<file path="config.mk">
export PLATFORM = sky130hd
export DESIGN_NAME = sqrt_arbiter_flat
export DESIGN_NICKNAME = d
export VERILOG_FILES = /design/src/rtl/sqrt_arb_pkg.sv /design/src/rtl/sqrt_arbiter_if.sv /design/src/rtl/rr_pick.sv /design/src/rtl/sqrt_arbiter.sv /design/src/flat_wrapper.sv
export SDC_FILE = /design/constraint.sdc
export NUM_CORES = 1
export LEC_CHECK = 0
export BUFFER_PORTS_ARGS = -buffer_cell sky130_fd_sc_hd__buf_2
export CAP_MARGIN = 20
export CORE_MARGIN = 5
export CORE_UTILIZATION = 38
export DETAILED_ROUTE_END_ITERATION = 8
export GPL_TIMING_DRIVEN = 0
export MAX_ROUTING_LAYER = met4
export PLACE_DENSITY = 0.78
export SETUP_SLACK_MARGIN = 0.5
export SKIP_LAST_GASP = 1
export SYNTH_ARGS = -nofsm -noshare
export SYNTH_HDL_FRONTEND = slang
export SYNTH_HIERARCHICAL = 1
export SYNTH_SLANG_ARGS = --single-unit
export TNS_END_PERCENT = 30
</file>
<file path="constraint.sdc">
create_clock -name clk -period 1.8 [get_ports clk]
set_input_delay 0.18 -clock clk [delete_from_list [all_inputs] [get_ports clk]]
set_output_delay 0.18 -clock clk [all_outputs]
set_load 0.02 [all_outputs]
</file>
<file path="src/rtl/sqrt_arb_pkg.sv">
// Shared types and default sizing for the sqrt arbiter slice.
// Contents: FSM state encoding and the default NREQ / WIDTH / TIMEOUT values.
package sqrt_arb_pkg;

  typedef enum logic [1:0] {
    StIdle   = 2'd0,
    StLaunch = 2'd1,
    StWait   = 2'd2,
    StDone   = 2'd3
  } state_e;

  localparam int unsigned DefNreq    = 4;
  localparam int unsigned DefWidth   = 32;
  localparam int unsigned DefTimeout = 64;

endpackage

</file>
<file path="src/rtl/sqrt_arbiter_if.sv">
// Bundle of requester-side and core-side signals around the sqrt arbiter.
//   master : arbiter view (drives gnt/done/result/result_id/err/busy, core_rst/core_a)
//   slave  : requesters plus core view (drives req/a_in, core_rdy/core_sqrt)
interface sqrt_arbiter_if #(
  parameter int unsigned NREQ  = 4,
  parameter int unsigned WIDTH = 32,
  parameter int unsigned IDW   = $clog2(NREQ)
);

  logic [NREQ-1:0]       req;
  logic [NREQ*WIDTH-1:0] a_in;
  logic [NREQ-1:0]       gnt;
  logic [NREQ-1:0]       done;
  logic [WIDTH-1:0]      result;
  logic [IDW-1:0]        result_id;
  logic                  err;
  logic                  busy;
  logic                  core_rst;
  logic [WIDTH-1:0]      core_a;
  logic                  core_rdy;
  logic [WIDTH-1:0]      core_sqrt;

  modport master (
    input  req, a_in, core_rdy, core_sqrt,
    output gnt, done, result, result_id, err, busy, core_rst, core_a
  );

  modport slave (
    output req, a_in, core_rdy, core_sqrt,
    input  gnt, done, result, result_id, err, busy, core_rst, core_a
  );

endinterface

</file>
<file path="src/rtl/rr_pick.sv">
// Combinational round-robin picker.
//   req_i     : request vector
//   rr_ptr_i  : index served last; search starts at rr_ptr_i+1 with wrap
//   any_req_o : at least one request present
//   idx_o     : chosen requester index (0 when any_req_o is low)
module rr_pick #(
  parameter int unsigned NREQ = 4,
  parameter int unsigned IDW  = $clog2(NREQ)
) (
  input  logic [NREQ-1:0] req_i,
  input  logic [IDW-1:0]  rr_ptr_i,
  output logic            any_req_o,
  output logic [IDW-1:0]  idx_o
);

  always_comb begin
    any_req_o = 1'b0;
    idx_o     = '0;
    // Scan from the farthest candidate to the nearest so the nearest one wins.
    for (int unsigned i = NREQ; i >= 1; i--) begin
      if (req_i[IDW'((32'(rr_ptr_i) + i) % NREQ)]) begin
        any_req_o = 1'b1;
        idx_o     = IDW'((32'(rr_ptr_i) + i) % NREQ);
      end
    end
  end

endmodule

</file>
<file path="src/rtl/sqrt_arbiter.sv">
// Round-robin arbiter sharing one square-root core among NREQ requesters.
//   clk, rst : clock and synchronous active-high reset
//   bus      : requester side (req, a_in, gnt, done, result, result_id, err, busy)
//              and core side (core_rst, core_a, core_rdy, core_sqrt)
// An operation is launched by holding the core in reset for one cycle with the
// operand on core_a, then releasing it and waiting for core_rdy or a timeout.
module sqrt_arbiter
  import sqrt_arb_pkg::*;
#(
  parameter int unsigned NREQ    = DefNreq,
  parameter int unsigned WIDTH   = DefWidth,
  parameter int unsigned TIMEOUT = DefTimeout
) (
  input logic            clk,
  input logic            rst,
  sqrt_arbiter_if.master bus
);

  localparam int unsigned IDW = $clog2(NREQ);
  localparam int unsigned CW  = $clog2(TIMEOUT);

  state_e           state_q;
  logic [IDW-1:0]   rr_ptr_q;
  logic [IDW-1:0]   cur_id_q;
  logic [CW-1:0]    cnt_q;
  logic [WIDTH-1:0] core_a_q;
  logic [NREQ-1:0]  gnt_q;
  logic [NREQ-1:0]  done_q;
  logic [WIDTH-1:0] result_q;
  logic [IDW-1:0]   result_id_q;
  logic             err_q;
  logic             busy_q;

  logic             any_req;
  logic [IDW-1:0]   pick_idx;

  rr_pick #(
    .NREQ (NREQ),
    .IDW  (IDW)
  ) u_rr_pick (
    .req_i     (bus.req),
    .rr_ptr_i  (rr_ptr_q),
    .any_req_o (any_req),
    .idx_o     (pick_idx)
  );

  always_ff @(posedge clk) begin
    if (rst) begin
      state_q     <= StIdle;
      rr_ptr_q    <= IDW'(NREQ - 1);
      cur_id_q    <= '0;
      cnt_q       <= '0;
      core_a_q    <= '0;
      gnt_q       <= '0;
      done_q      <= '0;
      result_q    <= '0;
      result_id_q <= '0;
      err_q       <= 1'b0;
      busy_q      <= 1'b0;
    end else begin
      // Pulse outputs default low; result fields read 0 outside the done cycle.
      gnt_q       <= '0;
      done_q      <= '0;
      result_q    <= '0;
      result_id_q <= '0;
      err_q       <= 1'b0;
      unique case (state_q)
        StIdle: begin
          busy_q <= 1'b0;
          if (any_req) begin
            core_a_q <= bus.a_in[32'(pick_idx) * WIDTH +: WIDTH];
            cur_id_q <= pick_idx;
            gnt_q    <= NREQ'(1) << pick_idx;
            busy_q   <= 1'b1;
            state_q  <= StLaunch;
          end
        end
        StLaunch: begin
          cnt_q   <= '0;
          busy_q  <= 1'b1;
          state_q <= StWait;
        end
        StWait: begin
          cnt_q  <= cnt_q + 1'b1;
          busy_q <= 1'b1;
          // rdy takes precedence over a coincident timeout.
          if (bus.core_rdy) begin
            result_q    <= bus.core_sqrt;
            result_id_q <= cur_id_q;
            done_q      <= NREQ'(1) << cur_id_q;
            state_q     <= StDone;
          end else if (cnt_q == CW'(TIMEOUT - 1)) begin
            result_id_q <= cur_id_q;
            err_q       <= 1'b1;
            done_q      <= NREQ'(1) << cur_id_q;
            state_q     <= StDone;
          end
        end
        StDone: begin
          rr_ptr_q <= cur_id_q;
          busy_q   <= 1'b0;
          state_q  <= StIdle;
        end
        default: begin
          busy_q  <= 1'b0;
          state_q <= StIdle;
        end
      endcase
    end
  end

  // Core runs only in WAIT; reset forces it quiescent immediately.
  assign bus.core_rst  = rst | (state_q != StWait);
  assign bus.core_a    = core_a_q;
  assign bus.gnt       = gnt_q;
  assign bus.done      = done_q;
  assign bus.result    = result_q;
  assign bus.result_id = result_id_q;
  assign bus.err       = err_q;
  assign bus.busy      = busy_q;

endmodule

</file>
<file path="src/flat_wrapper.sv">
// flat-port wrapper written by rule: the top's interface ports become plain ports
module sqrt_arbiter_flat import sqrt_arb_pkg::*;
#(
  parameter int unsigned NREQ    = DefNreq,
  parameter int unsigned WIDTH   = DefWidth,
  parameter int unsigned TIMEOUT = DefTimeout
)
  (clk, rst, bus_req, bus_a_in, bus_core_rdy, bus_core_sqrt, bus_gnt, bus_done, bus_result, bus_result_id, bus_err, bus_busy, bus_core_rst, bus_core_a);
  sqrt_arbiter_if #(.NREQ(NREQ), .WIDTH(WIDTH)) bus_i ();
  input logic clk;
  input logic rst;
  input wire logic [$bits(bus_i.req)-1:0] bus_req;
  input wire logic [$bits(bus_i.a_in)-1:0] bus_a_in;
  input wire logic [$bits(bus_i.core_rdy)-1:0] bus_core_rdy;
  input wire logic [$bits(bus_i.core_sqrt)-1:0] bus_core_sqrt;
  output wire logic [$bits(bus_i.gnt)-1:0] bus_gnt;
  output wire logic [$bits(bus_i.done)-1:0] bus_done;
  output wire logic [$bits(bus_i.result)-1:0] bus_result;
  output wire logic [$bits(bus_i.result_id)-1:0] bus_result_id;
  output wire logic [$bits(bus_i.err)-1:0] bus_err;
  output wire logic [$bits(bus_i.busy)-1:0] bus_busy;
  output wire logic [$bits(bus_i.core_rst)-1:0] bus_core_rst;
  output wire logic [$bits(bus_i.core_a)-1:0] bus_core_a;
  assign bus_i.req = bus_req;
  assign bus_i.a_in = bus_a_in;
  assign bus_i.core_rdy = bus_core_rdy;
  assign bus_i.core_sqrt = bus_core_sqrt;
  assign bus_gnt = bus_i.gnt;
  assign bus_done = bus_i.done;
  assign bus_result = bus_i.result;
  assign bus_result_id = bus_i.result_id;
  assign bus_err = bus_i.err;
  assign bus_busy = bus_i.busy;
  assign bus_core_rst = bus_i.core_rst;
  assign bus_core_a = bus_i.core_a;
  sqrt_arbiter #(.NREQ(NREQ), .WIDTH(WIDTH), .TIMEOUT(TIMEOUT)) u_core (.clk(clk), .rst(rst), .bus(bus_i));
endmodule
</file>
==> results_dict.tcl <==
set metrics [dict create \
    status "finished, violations left" \
    violations "negative setup slack" \
    num_vias 3471 \
    worstPathArrival_ns 2.19 \
    post-route-drc-count 0 \
    cts_made_buffers 9 \
    setup_ws_ns -0.132 \
    maxCapViolations 0 \
    postCtsHoldBufs 0 \
    wl_met3_um 1120 \
    rows 35 \
    setup-violations-final 32 \
    h-tree-depth 3 \
    r2r-end "u_core/bus.core_a[27]" \
    die_h_um 108 \
    leakagePower_nw 2.79 \
    routed_via_density 5.03 \
    die_x_um 108 \
    final_core_util 0.589 \
    core_region_area_sq_um 9280 \
    wl_um 11800 \
    area_growth_pct 49.8 \
    cts.sinks 88 \
    cp-end-kind "flop" \
    ctsRootBufferMaster "clkbuf_8" \
    yosysTopAreaCellShare 0.483 \
    start_kind "flop" \
    cp.required_ns 2.05 \
    cts_tree "yes" \
    final_max_slew_viol_count 0 \
    async_flop_share 0 \
    highest_layer "met4" \
    worst_slew_pin_slew_ns 0.466 \
    wl_met2_um 6040 \
    total_power_mw 6.73 \
    hold-path-cell-count 2 \
    dp_hpwl_um 9570 \
    ios 244 \
    synth_top_flop_cell "dfxtp_1" \
    whs_endpoint "u_core/bus.result[6]" \
    syn_area_sq_um 3650 \
    drtIter0Drc 103 \
    hold_viol_final 0 \
    ys.warnings.count 6 \
    cp_max_fo 10 \
    gr-total-overflow 0 \
    slew_headroom 0.689 \
    antenna_found_initial 0 \
    yosys.area.top_type "dfxtp_1" \
    gp_congestion 0.897 \
    clk_pin_slew_ns 0.09 \
    reg2reg_depth 7 \
    dp_slack_ns -0.160 \
    grtUsageTotal 0.197 \
    ir_drop_v 0.000531 \
    ys_top_cells_by_area "dfxtp_1, mux4_2, a22o_1" \
    synth_seq_cells 88 \
    period_share 1.07 \
    wl_per_cell_um 17.0 \
    antenna_cells 0 \
    met1_length_um 4310 \
    first_pass_iters 4 \
    grt_pass1_wl_um 17400 \
    ys_seq_area_frac 0.483 \
    postSynthAreaPerCell_sq_um 12.6 \
    syn-num-nets 462 \
    worstSkewPairLatency_ns 0.35 \
    start_util 0.393 \
    p_per_area_nw_per_um2 1230 \
    synth_edf_count 0 \
    layout-drive-gt1-share 0.585 \
    min_path_type "input pin to flop" \
    layout_common_cells "buf_2, dfxtp_1, and3_1, a22o_1, mux4_2" \
    setup_tns_ns -2.63 \
    grt_max_degree 17 \
    dieArea_sq_um 11700 \
    critPathKind "flop to flop" \
    worst_clock_skew_ns 0.0149 \
    io_buffers 242 \
    reg2reg_from "u_core/rr_ptr_q[1]" \
    ctsLongestPathBuffers 2 \
    rsz0062_at_grt "yes" \
    synth.distinct_cells 35 \
    grt_pass1_vias 3616 \
    min_from "bus_core_sqrt[6]" \
    layout.nets 728 \
    drtAntennaViolNets 0 \
    synth_cells 290 \
    max_freq_mhz 518 \
    whs_ns 0.0558 \
    period_minus_slack_ns 1.93 \
    setup.reg_to_reg.worst_slack_ns -0.13 \
    final_common_cell "buf_2" \
]
## cell families (layout without fill, tap and decap cells)
logic type	count (synthesis)	after routing	share of synthesized area
muxes	35	35	0.211
AOI/OAI and AO/OA	52	52	0.113
DFF	88	88	0.483
adders and majority gates	5	5	0.0171
xor gates and xnor gates	2	2	0.00480
and+or+nand+nor	80	80	0.126
buffers and inverters	28	299	0.0449
## sequential cells by signal, summed over array words and instances (netlist names)
name / cells
u_core/bus.busy: 1
u_core/cur_id_q: 2
u_core/bus.core_a: 32
u_core/bus.gnt: 4
u_core/cnt_q: 6
u_core/rr_ptr_q: 2
u_core/bus.result_id: 2
u_core/state_q: 2
u_core/bus.result: 32
u_core/bus.err: 1
u_core/bus.done: 4
## metal layers
layer / up-vias / global-route usage
li1: 1634 / -
met1: 1623 / 0.199
met2: 193 / 0.363
met3: 21 / 0.0591
met4: 0 / 0.0640
met5: - / -
## where the power goes
part / switching [mW] / internal [mW]
logic: 1.35 / 1.20
clock network: 0.723 / 0.937
registers: 0.207 / 2.30
## worst max-delay path by stage
stage | from | end | slack (ns) | cells past startpoint
after global routing | u_core/rr_ptr_q[1] | u_core/bus.core_a[24] | -0.21 | 7
after floorplan | u_core/rr_ptr_q[1] | u_core/bus.core_a[10] | 0.01 | 7
after CTS | u_core/rr_ptr_q[1] | u_core/bus.core_a[27] | -0.14 | 7
final | u_core/rr_ptr_q[1] | u_core/bus.core_a[27] | -0.13 | 7
after detailed placement | u_core/rr_ptr_q[1] | u_core/bus.core_a[6] | -0.16 | 7
after global placement | bus_req[2] | u_core/bus.core_a[30] | -0.11 | 8
## synth_stat cells (all sizes together), types with 3 or more instances
| cell | instances |
|---|---|
| nand2 | 8 |
| mux4 | 32 |
| nand2b | 8 |
| nand3b | 3 |
| o21ai | 3 |
| a22o | 33 |
| mux2i | 3 |
| buf | 13 |
| inv | 5 |
| a21oi | 9 |
| and3 | 35 |
| nor2 | 10 |
| ha | 5 |
| clkbuf | 10 |
| dfxtp | 88 |
## critical path, cell delays in order (launching register included)
cell and delay, ns:
dfxtp_4 0.38, nand2b_4 0.12, a21oi_2 0.05, o221ai_2 0.20, buf_6 0.20, buf_8 0.17, mux4_2 0.52, a22o_1 0.18
## cell type report
| cell class | count | area, sq um |
|---|---|---|
| clock buffer | 9 | 124 |
| buffer | 23 | 166 |
| multi-input combinational | 174 | 1760 |
| fill | 803 | 3810 |
| clock inverter | 7 | 124 |
| tap | 129 | 161 |
| inverter | 5 | 21.3 |
| sequential | 88 | 1770 |
| timing repair buffer | 255 | 1340 |
## through the flow
step | cell area [sq um] | cells
after floorplan | 3660 | 290
after global placement | 5030 | 661
after detailed placement | 5030 | 661
after CTS | 5360 | 683
after global routing | 5470 | 690
final | 5470 | 690
## what timing repair did
action	4_1_cts	5_1_grt
gates cloned	2	0
gates resized for setup	8	25
setup endpoints to repair	82	87
setup buffers	4	7
pin swaps	1	3
No activity file was read; power rests on OpenSTA's default activity.
